<file path="config.mk">
export PLATFORM = sky130hd
export DESIGN_NAME = idexe_hazard_stage_flat
export DESIGN_NICKNAME = d
export VERILOG_FILES = /design/src/rtl/idexe_hazard_stage_pkg.sv /design/src/rtl/idexe_hazard_stage_if.sv /design/src/rtl/idexe_hazard_stage_reg.sv /design/src/rtl/idexe_hazard_stage.sv /design/src/flat_wrapper.sv
export SDC_FILE = /design/constraint.sdc
export NUM_CORES = 1
export LEC_CHECK = 0
export CORE_UTILIZATION = 42
export DETAILED_ROUTE_END_ITERATION = 8
export PLACE_DENSITY = 0.8
export SYNTH_ARGS = -nofsm -noshare
export SYNTH_HDL_FRONTEND = slang
export SYNTH_HIERARCHICAL = 1
export SYNTH_SLANG_ARGS = --single-unit
</file>
<file path="constraint.sdc">
create_clock -name clk_i -period 2.55 [get_ports clk_i]
set_input_delay 0.51 -clock clk_i [delete_from_list [all_inputs] [get_ports clk_i]]
set_output_delay 0.51 -clock clk_i [all_outputs]
set_load 0.05 [all_outputs]
</file>
<file path="src/rtl/idexe_hazard_stage_pkg.sv">
`default_nettype none
// ============================================================================
// Module   : pipe_pkg
// Purpose  : Shared widths, control-bundle bit indices, ALUOp encodings and
//            the hazard FSM state type for the ID/EX stage of the RV32I core.
// Ports    : none (package)
// Revision : 1.0  initial release
// ============================================================================
package pipe_pkg;

    localparam int REG_W = 5;       // register index width
    localparam int WB_W  = 2;       // write-back control bundle
    localparam int M_W   = 2;       // memory control bundle
    localparam int EX_W  = 4;       // execute control bundle

    // WB bundle bit positions
    localparam int WB_REGWRITE  = 0;
    localparam int WB_MEMTOREG  = 1;

    // M bundle bit positions
    localparam int M_MEMREAD    = 0;
    localparam int M_MEMWRITE   = 1;

    // EX bundle bit positions
    localparam int EX_ALUSRC    = 0;
    localparam int EX_ALUOP_LSB = 1;
    localparam int EX_ALUOP_MSB = 2;
    localparam int EX_BRANCH    = 3;

    // ALUOp encodings carried in EX[2:1]
    localparam logic [1:0] ALUOP_ADD   = 2'b00;  // loads / stores
    localparam logic [1:0] ALUOP_SUB   = 2'b01;  // branch compare
    localparam logic [1:0] ALUOP_RTYPE = 2'b10;  // funct3/funct7 decode
    localparam logic [1:0] ALUOP_ITYPE = 2'b11;  // funct3 decode, immediate

    // Hazard control state
    typedef enum logic [0:0] {
        RUN   = 1'b0,
        STALL = 1'b1
    } hz_state_t;

    // True when a destination register feeds either source of the next op.
    function automatic logic src_match(input logic [REG_W-1:0] rd,
                                       input logic [REG_W-1:0] rs1,
                                       input logic [REG_W-1:0] rs2);
        return (rd == rs1) || (rd == rs2);
    endfunction

endpackage
`default_nettype wire

</file>
<file path="src/rtl/idexe_hazard_stage_if.sv">
`default_nettype none
// ============================================================================
// Module   : idexe_hazard_stage_if
// Purpose  : Bundle of decoded ID-stage fields (ID_*) and their registered
//            ID/EX copies (IDEXE_*).
// Modports : master - drives ID_*, observes IDEXE_* (decode side / bench)
//            slave  - consumes ID_*, drives IDEXE_* (pipeline register)
// Revision : 1.0  initial release
// ============================================================================
interface idexe_hazard_stage_if #(
    parameter int DATA_W = 32
);
    import pipe_pkg::*;

    logic                ID_Valid;
    logic [REG_W-1:0]    ID_RS1;
    logic [REG_W-1:0]    ID_RS2;
    logic [REG_W-1:0]    ID_RD;
    logic [DATA_W-1:0]   ID_RS1data;
    logic [DATA_W-1:0]   ID_RS2data;
    logic [DATA_W-1:0]   ID_Imm;
    logic [DATA_W-1:0]   ID_PC;
    logic [WB_W-1:0]     ID_WB;
    logic [M_W-1:0]      ID_M;
    logic [EX_W-1:0]     ID_EX;

    logic                IDEXE_Valid;
    logic [REG_W-1:0]    IDEXE_RS1;
    logic [REG_W-1:0]    IDEXE_RS2;
    logic [REG_W-1:0]    IDEXE_RD;
    logic [DATA_W-1:0]   IDEXE_RS1data;
    logic [DATA_W-1:0]   IDEXE_RS2data;
    logic [DATA_W-1:0]   IDEXE_Imm;
    logic [DATA_W-1:0]   IDEXE_PC;
    logic [WB_W-1:0]     IDEXE_WB;
    logic [M_W-1:0]      IDEXE_M;
    logic [EX_W-1:0]     IDEXE_EX;

    modport master (
        output ID_Valid, ID_RS1, ID_RS2, ID_RD, ID_RS1data, ID_RS2data,
               ID_Imm, ID_PC, ID_WB, ID_M, ID_EX,
        input  IDEXE_Valid, IDEXE_RS1, IDEXE_RS2, IDEXE_RD, IDEXE_RS1data,
               IDEXE_RS2data, IDEXE_Imm, IDEXE_PC, IDEXE_WB, IDEXE_M, IDEXE_EX
    );

    modport slave (
        input  ID_Valid, ID_RS1, ID_RS2, ID_RD, ID_RS1data, ID_RS2data,
               ID_Imm, ID_PC, ID_WB, ID_M, ID_EX,
        output IDEXE_Valid, IDEXE_RS1, IDEXE_RS2, IDEXE_RD, IDEXE_RS1data,
               IDEXE_RS2data, IDEXE_Imm, IDEXE_PC, IDEXE_WB, IDEXE_M, IDEXE_EX
    );

endinterface
`default_nettype wire

</file>
<file path="src/rtl/idexe_hazard_stage_reg.sv">
`default_nettype none
// ============================================================================
// Module   : pipe_reg_en_clr
// Purpose  : Generic WIDTH-bit pipeline register with asynchronous active-low
//            reset, synchronous clear (bubble insertion) and load enable.
// Ports    : clk_i  clock, rising edge
//            rst_i  asynchronous reset, active low
//            en     load d when set
//            clr    load all zeros (takes precedence over en)
//            d / q  data in / registered data out
// Revision : 1.0  initial release
// ============================================================================
module pipe_reg_en_clr #(
    parameter int WIDTH = 8
) (
    input  logic             clk_i,
    input  logic             rst_i,
    input  logic             en,
    input  logic             clr,
    input  logic [WIDTH-1:0] d,
    output logic [WIDTH-1:0] q
);

    logic [WIDTH-1:0] r_q;

    always_ff @(posedge clk_i or negedge rst_i) begin
        if (!rst_i) begin
            r_q <= '0;
        end else if (clr) begin
            r_q <= '0;
        end else if (en) begin
            r_q <= d;
        end
    end

    assign q = r_q;

endmodule
`default_nettype wire

</file>
<file path="src/rtl/idexe_hazard_stage.sv">
`default_nettype none
// ============================================================================
// Module   : idexe_hazard_stage
// Purpose  : ID/EX pipeline register with load-use hazard stall control and
//            taken-branch flush-to-bubble for the 5-stage RV32I core.
// Ports    : clk_i        clock, rising edge
//            rst_i        asynchronous reset, active low
//            bus          ID_* in, IDEXE_* out (idexe_hazard_stage_if.slave)
//            EXE_Flush    EX resolved a taken branch/jump this cycle
//            PC_Write     1 = PC may update (combinational)
//            IFID_Write   1 = IF/ID may load (combinational)
//            Stall_Count  saturating count of load-use bubble cycles
// Revision : 1.0  initial release
// ============================================================================
module idexe_hazard_stage
    import pipe_pkg::*;
#(
    parameter int LOAD_STALL_CYCLES = 1,
    parameter int DATA_W            = 32,
    parameter int CNT_W             = 16
) (
    input  logic                 clk_i,
    input  logic                 rst_i,
    idexe_hazard_stage_if.slave  bus,
    input  logic                 EXE_Flush,
    output logic                 PC_Write,
    output logic                 IFID_Write,
    output logic [CNT_W-1:0]     Stall_Count
);

    localparam int c_CTRL_W = 1 + WB_W + M_W + EX_W;
    localparam int c_IDX_W  = 3 * REG_W;
    localparam int c_DAT_W  = 4 * DATA_W;

    // Remaining-bubble counter only needs to hold LOAD_STALL_CYCLES-2.
    localparam int c_CW       = (LOAD_STALL_CYCLES > 1) ? $clog2(LOAD_STALL_CYCLES) : 1;
    localparam int c_CNT_LD_I = (LOAD_STALL_CYCLES > 1) ? (LOAD_STALL_CYCLES - 2) : 0;
    localparam logic [c_CW-1:0] c_CNT_LD = c_CNT_LD_I[c_CW-1:0];

    // ------------------------------------------------------------------
    // Pipeline register field groups
    // ------------------------------------------------------------------
    logic [c_CTRL_W-1:0] w_ctrl_d, w_ctrl_q;
    logic [c_IDX_W-1:0]  w_idx_d,  w_idx_q;
    logic [c_DAT_W-1:0]  w_dat_d,  w_dat_q;
    logic                w_bubble;

    logic                w_q_valid;
    logic [WB_W-1:0]     w_q_wb;
    logic [M_W-1:0]      w_q_m;
    logic [EX_W-1:0]     w_q_ex;
    logic [REG_W-1:0]    w_q_rs1, w_q_rs2, w_q_rd;

    assign w_ctrl_d = {bus.ID_Valid, bus.ID_WB, bus.ID_M, bus.ID_EX};
    assign w_idx_d  = {bus.ID_RS1, bus.ID_RS2, bus.ID_RD};
    assign w_dat_d  = {bus.ID_RS1data, bus.ID_RS2data, bus.ID_Imm, bus.ID_PC};

    pipe_reg_en_clr #(.WIDTH(c_CTRL_W)) u_reg_ctrl (
        .clk_i (clk_i),
        .rst_i (rst_i),
        .en    (1'b1),
        .clr   (w_bubble),
        .d     (w_ctrl_d),
        .q     (w_ctrl_q)
    );

    pipe_reg_en_clr #(.WIDTH(c_IDX_W)) u_reg_idx (
        .clk_i (clk_i),
        .rst_i (rst_i),
        .en    (1'b1),
        .clr   (w_bubble),
        .d     (w_idx_d),
        .q     (w_idx_q)
    );

    pipe_reg_en_clr #(.WIDTH(c_DAT_W)) u_reg_dat (
        .clk_i (clk_i),
        .rst_i (rst_i),
        .en    (1'b1),
        .clr   (w_bubble),
        .d     (w_dat_d),
        .q     (w_dat_q)
    );

    assign {w_q_valid, w_q_wb, w_q_m, w_q_ex} = w_ctrl_q;
    assign {w_q_rs1, w_q_rs2, w_q_rd}         = w_idx_q;

    assign bus.IDEXE_Valid = w_q_valid;
    assign bus.IDEXE_WB    = w_q_wb;
    assign bus.IDEXE_M     = w_q_m;
    assign bus.IDEXE_EX    = w_q_ex;
    assign bus.IDEXE_RS1   = w_q_rs1;
    assign bus.IDEXE_RS2   = w_q_rs2;
    assign bus.IDEXE_RD    = w_q_rd;
    assign {bus.IDEXE_RS1data, bus.IDEXE_RS2data,
            bus.IDEXE_Imm, bus.IDEXE_PC} = w_dat_q;

    // ------------------------------------------------------------------
    // Load-use detect: a valid load in ID/EX writing a non-zero register
    // that the valid instruction in ID reads.
    // ------------------------------------------------------------------
    logic w_hz;

    assign w_hz = bus.ID_Valid & w_q_valid & w_q_m[M_MEMREAD]
                & (w_q_rd != '0)
                & src_match(w_q_rd, bus.ID_RS1, bus.ID_RS2);

    // ------------------------------------------------------------------
    // Hazard FSM
    // ------------------------------------------------------------------
    hz_state_t         r_state, w_state_nxt;
    logic [c_CW-1:0]   r_cnt, w_cnt_nxt;
    logic [CNT_W-1:0]  r_stall_cnt;
    logic              w_write_en;
    logic              w_stall_inc;

    always_ff @(posedge clk_i or negedge rst_i) begin
        if (!rst_i) begin
            r_state     <= RUN;
            r_cnt       <= '0;
            r_stall_cnt <= '0;
        end else begin
            r_state <= w_state_nxt;
            r_cnt   <= w_cnt_nxt;
            if (w_stall_inc && (r_stall_cnt != {CNT_W{1'b1}})) begin
                r_stall_cnt <= r_stall_cnt + CNT_W'(1);
            end
        end
    end

    // Priority: flush, then an ongoing stall, then a new hazard, else load.
    always_comb begin
        w_state_nxt = r_state;
        w_cnt_nxt   = r_cnt;
        w_bubble    = 1'b0;
        w_write_en  = 1'b1;
        w_stall_inc = 1'b0;

        if (EXE_Flush) begin
            w_bubble    = 1'b1;
            w_state_nxt = RUN;
            w_cnt_nxt   = '0;
        end else if (r_state == STALL) begin
            w_bubble    = 1'b1;
            w_write_en  = 1'b0;
            w_stall_inc = 1'b1;
            if (r_cnt == '0) begin
                w_state_nxt = RUN;
            end else begin
                w_cnt_nxt = r_cnt - c_CW'(1);
            end
        end else if (w_hz) begin
            w_bubble    = 1'b1;
            w_write_en  = 1'b0;
            w_stall_inc = 1'b1;
            // The hazard cycle itself is the first bubble; STALL covers the rest.
            if (LOAD_STALL_CYCLES > 1) begin
                w_state_nxt = STALL;
                w_cnt_nxt   = c_CNT_LD;
            end
        end
    end

    assign PC_Write    = w_write_en;
    assign IFID_Write  = w_write_en;
    assign Stall_Count = r_stall_cnt;

endmodule
`default_nettype wire

</file>
<file path="src/flat_wrapper.sv">
// flat-port wrapper written by rule: the top's interface ports become plain ports
module idexe_hazard_stage_flat import pipe_pkg::*;
#(
    parameter int LOAD_STALL_CYCLES = 1,
    parameter int DATA_W            = 32,
    parameter int CNT_W             = 16
)
  (clk_i, rst_i, EXE_Flush, PC_Write, IFID_Write, Stall_Count, bus_ID_Valid, bus_ID_RS1, bus_ID_RS2, bus_ID_RD, bus_ID_RS1data, bus_ID_RS2data, bus_ID_Imm, bus_ID_PC, bus_ID_WB, bus_ID_M, bus_ID_EX, bus_IDEXE_Valid, bus_IDEXE_RS1, bus_IDEXE_RS2, bus_IDEXE_RD, bus_IDEXE_RS1data, bus_IDEXE_RS2data, bus_IDEXE_Imm, bus_IDEXE_PC, bus_IDEXE_WB, bus_IDEXE_M, bus_IDEXE_EX);
  idexe_hazard_stage_if #(.DATA_W(DATA_W)) bus_i ();
  input  logic clk_i;
  input  logic rst_i;
  input  logic EXE_Flush;
  output logic PC_Write;
  output logic IFID_Write;
  output logic [CNT_W-1:0] Stall_Count;
  input wire logic [$bits(bus_i.ID_Valid)-1:0] bus_ID_Valid;
  input wire logic [$bits(bus_i.ID_RS1)-1:0] bus_ID_RS1;
  input wire logic [$bits(bus_i.ID_RS2)-1:0] bus_ID_RS2;
  input wire logic [$bits(bus_i.ID_RD)-1:0] bus_ID_RD;
  input wire logic [$bits(bus_i.ID_RS1data)-1:0] bus_ID_RS1data;
  input wire logic [$bits(bus_i.ID_RS2data)-1:0] bus_ID_RS2data;
  input wire logic [$bits(bus_i.ID_Imm)-1:0] bus_ID_Imm;
  input wire logic [$bits(bus_i.ID_PC)-1:0] bus_ID_PC;
  input wire logic [$bits(bus_i.ID_WB)-1:0] bus_ID_WB;
  input wire logic [$bits(bus_i.ID_M)-1:0] bus_ID_M;
  input wire logic [$bits(bus_i.ID_EX)-1:0] bus_ID_EX;
  output wire logic [$bits(bus_i.IDEXE_Valid)-1:0] bus_IDEXE_Valid;
  output wire logic [$bits(bus_i.IDEXE_RS1)-1:0] bus_IDEXE_RS1;
  output wire logic [$bits(bus_i.IDEXE_RS2)-1:0] bus_IDEXE_RS2;
  output wire logic [$bits(bus_i.IDEXE_RD)-1:0] bus_IDEXE_RD;
  output wire logic [$bits(bus_i.IDEXE_RS1data)-1:0] bus_IDEXE_RS1data;
  output wire logic [$bits(bus_i.IDEXE_RS2data)-1:0] bus_IDEXE_RS2data;
  output wire logic [$bits(bus_i.IDEXE_Imm)-1:0] bus_IDEXE_Imm;
  output wire logic [$bits(bus_i.IDEXE_PC)-1:0] bus_IDEXE_PC;
  output wire logic [$bits(bus_i.IDEXE_WB)-1:0] bus_IDEXE_WB;
  output wire logic [$bits(bus_i.IDEXE_M)-1:0] bus_IDEXE_M;
  output wire logic [$bits(bus_i.IDEXE_EX)-1:0] bus_IDEXE_EX;
  assign bus_i.ID_Valid = bus_ID_Valid;
  assign bus_i.ID_RS1 = bus_ID_RS1;
  assign bus_i.ID_RS2 = bus_ID_RS2;
  assign bus_i.ID_RD = bus_ID_RD;
  assign bus_i.ID_RS1data = bus_ID_RS1data;
  assign bus_i.ID_RS2data = bus_ID_RS2data;
  assign bus_i.ID_Imm = bus_ID_Imm;
  assign bus_i.ID_PC = bus_ID_PC;
  assign bus_i.ID_WB = bus_ID_WB;
  assign bus_i.ID_M = bus_ID_M;
  assign bus_i.ID_EX = bus_ID_EX;
  assign bus_IDEXE_Valid = bus_i.IDEXE_Valid;
  assign bus_IDEXE_RS1 = bus_i.IDEXE_RS1;
  assign bus_IDEXE_RS2 = bus_i.IDEXE_RS2;
  assign bus_IDEXE_RD = bus_i.IDEXE_RD;
  assign bus_IDEXE_RS1data = bus_i.IDEXE_RS1data;
  assign bus_IDEXE_RS2data = bus_i.IDEXE_RS2data;
  assign bus_IDEXE_Imm = bus_i.IDEXE_Imm;
  assign bus_IDEXE_PC = bus_i.IDEXE_PC;
  assign bus_IDEXE_WB = bus_i.IDEXE_WB;
  assign bus_IDEXE_M = bus_i.IDEXE_M;
  assign bus_IDEXE_EX = bus_i.IDEXE_EX;
  idexe_hazard_stage #(.LOAD_STALL_CYCLES(LOAD_STALL_CYCLES), .DATA_W(DATA_W), .CNT_W(CNT_W)) u_core (.clk_i(clk_i), .rst_i(rst_i), .bus(bus_i), .EXE_Flush(EXE_Flush), .PC_Write(PC_Write), .IFID_Write(IFID_Write), .Stall_Count(Stall_Count));
endmodule
</file>
# Word level (Yosys, flattened, before mapping)
# Index checks and enable logic that the tools add are counted.
# word_totals
output_inout_bits	170
elab_cells	35
input_bits	155
ff_bits	170
# classes
reduce_logical	4
n_addsub	2
n_mux	16
bitwise_logic	4
eq_ne	3
# ops
cell	n
$mux W128	1
$add A16 B1 Y16 const B	1
$ne A16 B16 Y1 const B	1
$mux W15	1
$mux W1	13
$eq A5 B5 Y1	2
$mux W9	1
$reduce_bool A5 Y1	1
$and A1 B1 Y1	4
$reduce_bool A2 Y1	1
$logic_and A1 B1 Y1	1
$logic_or A1 B1 Y1	1
$sub A1 B1 Y1 const B	1

# Logic depth before layout (Yosys ltp)
# Gate-level depths: netlist (run 1).
# logic_depth
word_depth	8
depth_mapped	8
mapped_depth_nobuf	6

# Modules after synthesis
# Netlist (run 1), hierarchy kept.
# modules_own_cells
module	seq_area_each_um2	area_each_um2	n_inst	cells_each
pipe_reg_en_clr at u_core.u_reg_dat	3203.1	5292.6	1	412
idexe_hazard_stage	400.4	1104.8	1	106
pipe_reg_en_clr at u_core.u_reg_idx	375.4	616.8	1	48
pipe_reg_en_clr at u_core.u_reg_ctrl	225.2	364.1	1	29

# Worst setup path after synthesis (run 1)
# No wires, ideal clock.
# synth_timing
path_type	flip-flop to output port
start	register u_core.u_reg_idx.r_q[0], in the netlist u_core/u_reg_idx/q[0]
end	output port PC_Write
setup_slack_ns	-0.087
path_stages_with_launch	7
arrival_ns	2.127
path_buffers	1
path_cell_list	dfrtp_1 -> xnor2_1 -> nand3_1 -> o22ai_2 -> nand2_1 -> or2_2 -> buf_4
# synth_via
elab_chain_len	6
elab_cells_between_ends	9
cone_classes	eq/ne: 2; mux: 3; bitwise: 2; reduce/logical: 2
# synth_lines
item	line	text
start, declared	idexe_hazard_stage_reg.sv:24	logic [WIDTH-1:0] r_q;
start signal, assigned	idexe_hazard_stage_reg.sv:28	r_q <= '0;
start signal, assigned	idexe_hazard_stage_reg.sv:30	r_q <= '0;
start signal, assigned	idexe_hazard_stage_reg.sv:32	r_q <= d;
$reduce_bool A5 Y1 / $eq A5 B5 Y1 (equally long branches)	idexe_hazard_stage.sv:105, idexe_hazard_stage_pkg.sv:46	
$and A1 B1 Y1 / $logic_or A1 B1 Y1 (equally long branches)	idexe_hazard_stage.sv:105, idexe_hazard_stage_pkg.sv:46	
$and A1 B1 Y1 *	idexe_hazard_stage.sv:106	& src_match(w_q_rd, bus.ID_RS1, bus.ID_RS2);
$mux W1 *	idexe_hazard_stage.sv:152	end else if (w_hz) begin
$mux W1 *	idexe_hazard_stage.sv:143	end else if (r_state == STALL) begin
$mux W1 *	idexe_hazard_stage.sv:139	if (EXE_Flush) begin
end, declared	flat_wrapper.sv:13	output logic PC_Write;
# Mark *: on every way between the ends. The rest lies on a longest branch, timed or not.

# Worst setup path in the final report (run 1)
# layout_timing
start	register u_core.u_reg_idx.r_q[2], in the netlist u_core/u_reg_idx/q[2]
end	output port IFID_Write
# layout_via
elab_chain_len	6
elab_cells_between_ends	9
cone_classes	eq/ne: 2; mux: 3; bitwise: 2; reduce/logical: 2
# layout_lines
item	line	text
$reduce_bool A5 Y1 / $eq A5 B5 Y1 (equally long branches)	idexe_hazard_stage.sv:105, idexe_hazard_stage_pkg.sv:46	
$and A1 B1 Y1 / $logic_or A1 B1 Y1 (equally long branches)	idexe_hazard_stage.sv:105, idexe_hazard_stage_pkg.sv:46	
$and A1 B1 Y1 *	idexe_hazard_stage.sv:106	
$mux W1 *	idexe_hazard_stage.sv:152	
$mux W1 *	idexe_hazard_stage.sv:143	
$mux W1 *	idexe_hazard_stage.sv:139	
end, declared	flat_wrapper.sv:14	output logic IFID_Write;
# Marked as above.

==> results of run 1 <==
## critical path, cell delays in order (launching register included)
cell     delay, ns
dfrtp_2       0.44
or4_4         0.54
o21a_1        0.23
nand2_2       0.08
or2_4         0.15
buf_8         0.14
## metrics by stage
step / util / instances / total power [uW] / hold slack, ns / TNS (ns)
2_1_floorplan: - / 598 / 3780 / 0.214 / 0
3_3_place_gp: 0.622 / 1127 / 4380 / 0.299 / 0
3_5_place_dp: 0.622 / 1127 / 4400 / 0.300 / -0.00654
4_1_cts: 0.664 / 1166 / 7270 / 0.410 / 0
5_1_grt: 0.665 / 1168 / 7470 / 0.407 / -0.0310
6_report: 0.665 / 1168 / 7210 / 0.432 / 0
## layer usage
metal / share of wire / vias up / global-route usage
li1: - / 2681 / -
met1: 0.41 / 2735 / 0.262
met2: 0.49 / 233 / 0.372
met3: 0.075 / 30 / 0.0612
met4: 0.020 / 0 / 0.0743
met5: 0 / - / 0
## flip-flops by register name, summed over array words and instances, names as in the netlist
register,flops
u_core/u_reg_ctrl/q,9
u_core/u_reg_idx/q,15
u_core/Stall_Count,16
u_core/u_reg_dat/q,128
## power by group
part	switching (uW)	leakage (uW)	internal, uW
clock network	1040	0.000316	1800
logic	867	0.00277	622
registers	77.2	0.00223	2800
total	1990	0.00532	5220
## layout by cell type (no fill, tap or decap), drive strengths merged, types with 4 or more instances in the layout
cell / instances
clkbuf: 22
nand4: 8
nor4: 5
mux2i: 152
dfrtp: 168
conb: 4
bufinv: 5
clkdlybuf4s50: 321
nand2: 11
nor2: 154
xnor2: 24
nand3: 11
buf: 27
## final timing paths
kind                                         from                     end  slack (ns)  cells past startpoint
max in group asynchronous                   rst_i  u_core/u_reg_dat/q[40]        1.42                      3
max                         u_core/u_reg_idx/q[2]              IFID_Write        0.05                      5
min reg2reg                u_core/Stall_Count[11]  u_core/Stall_Count[11]        0.50                      1
min in group clk_i         u_core/Stall_Count[11]  u_core/Stall_Count[11]        0.50                      1
max reg2reg                 u_core/u_reg_idx/q[2]  u_core/u_reg_dat/q[55]        0.52                      8
min                                         rst_i   u_core/u_reg_dat/q[2]        0.43                      2
## cell families (layout without fill, tap and decap cells)
| logic type | after synthesis | in the layout | share of synthesized area |
|---|---|---|---|
| AND/OR/NAND/NOR | 205 | 205 | 0.128 |
| AO/OA/AOI/OAI | 7 | 7 | 0.00899 |
| adder cells (fa/ha/maj) | 1 | 1 | 0.00170 |
| buffers and inverters | 36 | 381 | 0.0543 |
| multiplexers | 153 | 153 | 0.208 |
| other | 1 | 4 | 0.000508 |
| flip-flops | 168 | 168 | 0.570 |
| XOR/XNOR | 24 | 24 | 0.0285 |
## layout make-up
| cell class | count | area [sq um] | area share |
|---|---|---|---|
| timing repair buffer | 349 | 3520 | 0.307 |
| clock inverter | 10 | 191 | 0.0167 |
| multi-input combinational | 394 | 2800 | 0.244 |
| sequential | 168 | 4210 | 0.367 |
| clock buffer | 22 | 464 | 0.0405 |
| tap | 225 | 282 | 0.0246 |
## repair_timing
item                       4_1_cts  5_1_grt
hold endpoints to repair         2        0
gates resized for setup          4        4
pin swaps                        0        4
setup endpoints to repair        2        2
buffers inserted                 6        2
hold buffers                     1        0
==> flow_summary.toml, run 1 <==
[timing]
setup_violations = 0
fmax_mhz = 399
finClkSkew_ns = 0.0141
period_share = 0.982
layout_min_cycle_time_ns = 2.50
setup_ws_ns = 0.0463
worst_pin_slew_ns = 0.556
final_max_slew_viol_count = 0
rsz0062_at_grt = "yes"
maxSlewHeadroom = 0.628
final-hold-violation-count = 0

[cts]
cts_num_sinks = 168
h-tree-depth = 4
cts_tree = "yes"
numCtsBuffers = 17
cts_max_path_buffers = 2
cts_root_buf = "clkbuf_16"
clkSlewWorstSetupHoldPaths_ns = 0.07
clock_latency_ns = 0.42

[synthesis]
synth_area_sq_um = 7380
yosysTopAreaCellShare = 0.570
yosys-top-cells-area = "dfrtp_1 57%, mux2i_1 21%, nor2_1 7.8%"
ys_top_cells_by_count = "168 x dfrtp_1, 153 x nor2_1, 152 x mux2i_1, 24 x xnor2_1, 14 x buf_12"
yosys_warnings = 6
netlist_instances = 595
synth_area_leader_cell = "dfrtp_1"
synth_most_common_cell = "dfrtp_1"
synthArstFlopShare = 1.00
ys_types = 39
ys_ff_latch = 168
ys_seq_area_frac = 0.570
synth_area_per_cell_sq_um = 12.4
yosys_most_used_dff = "dfrtp_1"
synth_edf_count = 0

[pwr]
power.leakage_uw = 0.00532
p_per_area_nw_per_um2 = 629
ir_drop_mv = 0.490

[floorplanning]
start_util = 0.428
rows = 48
ioPinCount = 325
die_x_um = 135
core_area_sq_um = 17200
die_height_um = 135
die_area_sq_um = 18100

[route]
via_per_inst = 4.86
ant_nets = 0
drcViolationCount = 0
drt_iter0_markers = 201
vias = 5679
drtPass1Iterations = 4
routed_wire_length_per_instance_um = 16.8
wl_um = 19600

[placement]
dpl_worst_slack_ns = -0.00331
numPortBuffers = 324
routabilityCongestion = 0.808
hpwlAfterDp_um = 13800
dpl-instance-area_sq_um = 10700

[finish]
design_area_sq_um = 11500
diodes = 0
area_growth_pct = 55.4
drive_gt1_frac = 0.0795
fin_nets = 1086
fill_cells = 1289

[worst_setup_path]
cp-start-kind = "flop"
cp_max_fo = 3
setup.worst_path.end_class = "output port"
cp.required_ns = 2.04
arrival_ns = 1.99
critPathKind = "flop to output port"

[global_route]
grt_max_degree = 101
first_global_vias = 5685
grt_pass1_wl_um = 30200
groute.usage.overall = 0.217
antenna_found_initial = 0
grt-ovfl-total = 0

[run]
drv_cap = 0

[min_path]
hold_path_class = "input pin to async pin"

[run_status]
outcome = "finished clean"
(Power assumes the default switching activity.)
==> run 2, diff against run 1 <==
CORE_MARGIN = 3   (was unset)
SETUP_SLACK_MARGIN = 0.1   (was unset)
==> run 2 against run 1 <==
Critical path type is now input pin to output port. Clock power shrank 5%. Routed wire length grew 4.5%. Fmax grew 1.6%.
==> flow_summary.toml, run 2 (same netlist as run 1, synthesis figures left out) <==
[timing]
maxSlewHeadroom = 0.611
finClkSkew_ns = 0.0130
setup_violations = 0
tns_ns = 0
final-hold-violation-count = 0
period_share = 0.966
rsz0062_at_grt = "yes"
fmax_mhz = 406
layout_min_cycle_time_ns = 2.46
final_max_slew_viol_count = 0
worst_pin_slew_ns = 0.582

[route]
routed_wire_length_per_instance_um = 17.7
wl_met1_um = 8540
wl_met3_um = 1260
drcViolationCount = 0
ant_nets = 0
drt_iter0_markers = 259
wl_um = 20500
drtPass1Iterations = 6
vias = 5646
top_layer_used = "met4"
dr_wl_met2_um = 10200
via_per_inst = 4.88

[worst_setup_path]
path_buf_inv = 2
path_delay_family = "buffers and inverters"
r2r_cells = 11
r2r_slack_ns = 0.41
critPathKind = "input pin to output port"
path_cells = "clkdlybuf4s50_1, xnor2_1, nand2_1, o22ai_2, nand2_2, or2_4, buf_8"
cp_max_fo = 2
setup.worst_path.end_class = "output port"
cp.required_ns = 2.04
arrival_ns = 1.95
path_depth = 7
reg2reg_to = "u_core/u_reg_dat/q[49]"
cp-start-kind = "input pin"
max_stage_delay_ns = 0.51
r2r_start = "u_core/u_reg_idx/q[1]"
crit_path_top_delay_cell = "clkdlybuf4s50_1"

[pwr]
p_per_area_nw_per_um2 = 619
ir_drop_mv = 0.455
power.leakage_uw = 0.00530

[floorplanning]
die_x_um = 139
die_height_um = 139
die_area_sq_um = 19200
ioPinCount = 325
start_util = 0.437
rows = 47
core_area_sq_um = 16900

[global_route]
grt_pass1_wl_um = 33100
first_global_vias = 5920
grt_max_degree = 101
antenna_found_initial = 0
grt-ovfl-total = 0
groute.usage.overall = 0.215

[finish]
area_growth_pct = 54.6
largest_reg_flops = 128
final_common_cell = "clkdlybuf4s50_1"
final_cell_mix = "321 x clkdlybuf4s50_1, 163 x dfrtp_1, 153 x nor2_1"
drive_gt1_frac = 0.0821
final_core_util = 0.676
diodes = 0
fin_nets = 1083
fill_cells = 1303

[min_path]
hp-start = "u_core/Stall_Count[11]"
whs_path_depth = 1
hold_path_class = "flop to flop"
min_to = "u_core/Stall_Count[11]"

[cts]
cts_num_sinks = 168
cts_root_buf = "clkbuf_16"
clock_latency_ns = 0.42
cts_max_path_buffers = 2
cts_tree = "yes"
numCtsBuffers = 17
h-tree-depth = 4
clkSlewWorstSetupHoldPaths_ns = 0.07

[placement]
hpwlAfterDp_um = 14700
numPortBuffers = 324
routabilityCongestion = 0.813

[run_status]
outcome = "finished clean"

[run]
drv_cap = 0
run 2: changes by cell type in the layout (fill, tap and decap cells not counted):
cell	before	now
buf_12	6	4
clkbuf_1	3	1
xnor2_2	0	5
clkinv_2	1	2
inv_8	1	0
bufinv_16	5	4
inv_6	0	1
xnor2_1	24	19
clkbuf_8	2	1
clkinv_4	2	3
buf_4	18	17
run 2: final cells by class:
cell class                      count  area (sq um)  area share
Clock buffer                       19           443      0.0388
Clock inverter                     11           173      0.0151
Multi-Input combinational cell    394          2840       0.249
Sequential cell                   168          4210       0.369
Tap cell                          220           275      0.0241
Timing Repair Buffer              346          3470       0.304
run 2: worst register-to-register path: stages (launching register included):
cell and delay (ns):
dfrtp_2 0.41, buf_4 0.16, xnor2_1 0.16, nand2_1 0.09, o22ai_2 0.21, nand2_2 0.09, buf_4 0.13, buf_4 0.12
buf_4 0.13, nand2b_4 0.10, buf_12 0.28, nor2_1 0.15
run 2: how the worst max path moves through the flow:
stage                           from          to  slack (ns)
3_5_place_dp           bus_ID_RS1[0]  IFID_Write        0.02
4_1_cts        u_core/u_reg_idx/q[2]  IFID_Write        0.04
2_1_floorplan  u_core/u_reg_idx/q[0]    PC_Write        0.11
6_report               bus_ID_RS1[1]  IFID_Write        0.09
3_3_place_gp           bus_ID_RS1[2]  IFID_Write        0.05
5_1_grt        u_core/u_reg_idx/q[2]    PC_Write        0.03
run 2: metal layers:
layer | vias up | global-route usage
li1 | 2666 | -
met1 | 2722 | 0.270
met2 | 223 | 0.361
met3 | 35 | 0.0607
met4 | 0 | 0.0718
met5 | - | 0
run 2: repair_timing:
action	in CTS	in global routing
hold buffers	1	0
setup endpoints to repair	2	2
setup buffers	7	3
pin swaps	3	5
resized for setup	5	6
hold endpoints to repair	2	0
run 2: power by group:
part,switching (uW),internal (uW),leakage (uW),total (uW)
Sequential,79.3,2800,0.00223,2880
Clock,1030,1660,0.000299,2690
Combinational,875,618,0.00277,1490
Total,1990,5080,0.00530,7070
run 2: per-stage QoR:
step / setup WS (ns) / hold slack, ns / area [sq um] / cells / power, uW
after global routing: 0.0268 / 0.544 / 11400 / 1158 / 7340
after global placement: 0.0512 / 0.456 / 10700 / 1117 / 4380
after detailed placement: 0.0188 / 0.454 / 10700 / 1117 / 4390
final: 0.0860 / 0.507 / 11400 / 1158 / 7070
after floorplan: 0.105 / 0.214 / 7400 / 598 / 3780
after CTS: 0.0358 / 0.508 / 11300 / 1155 / 7110
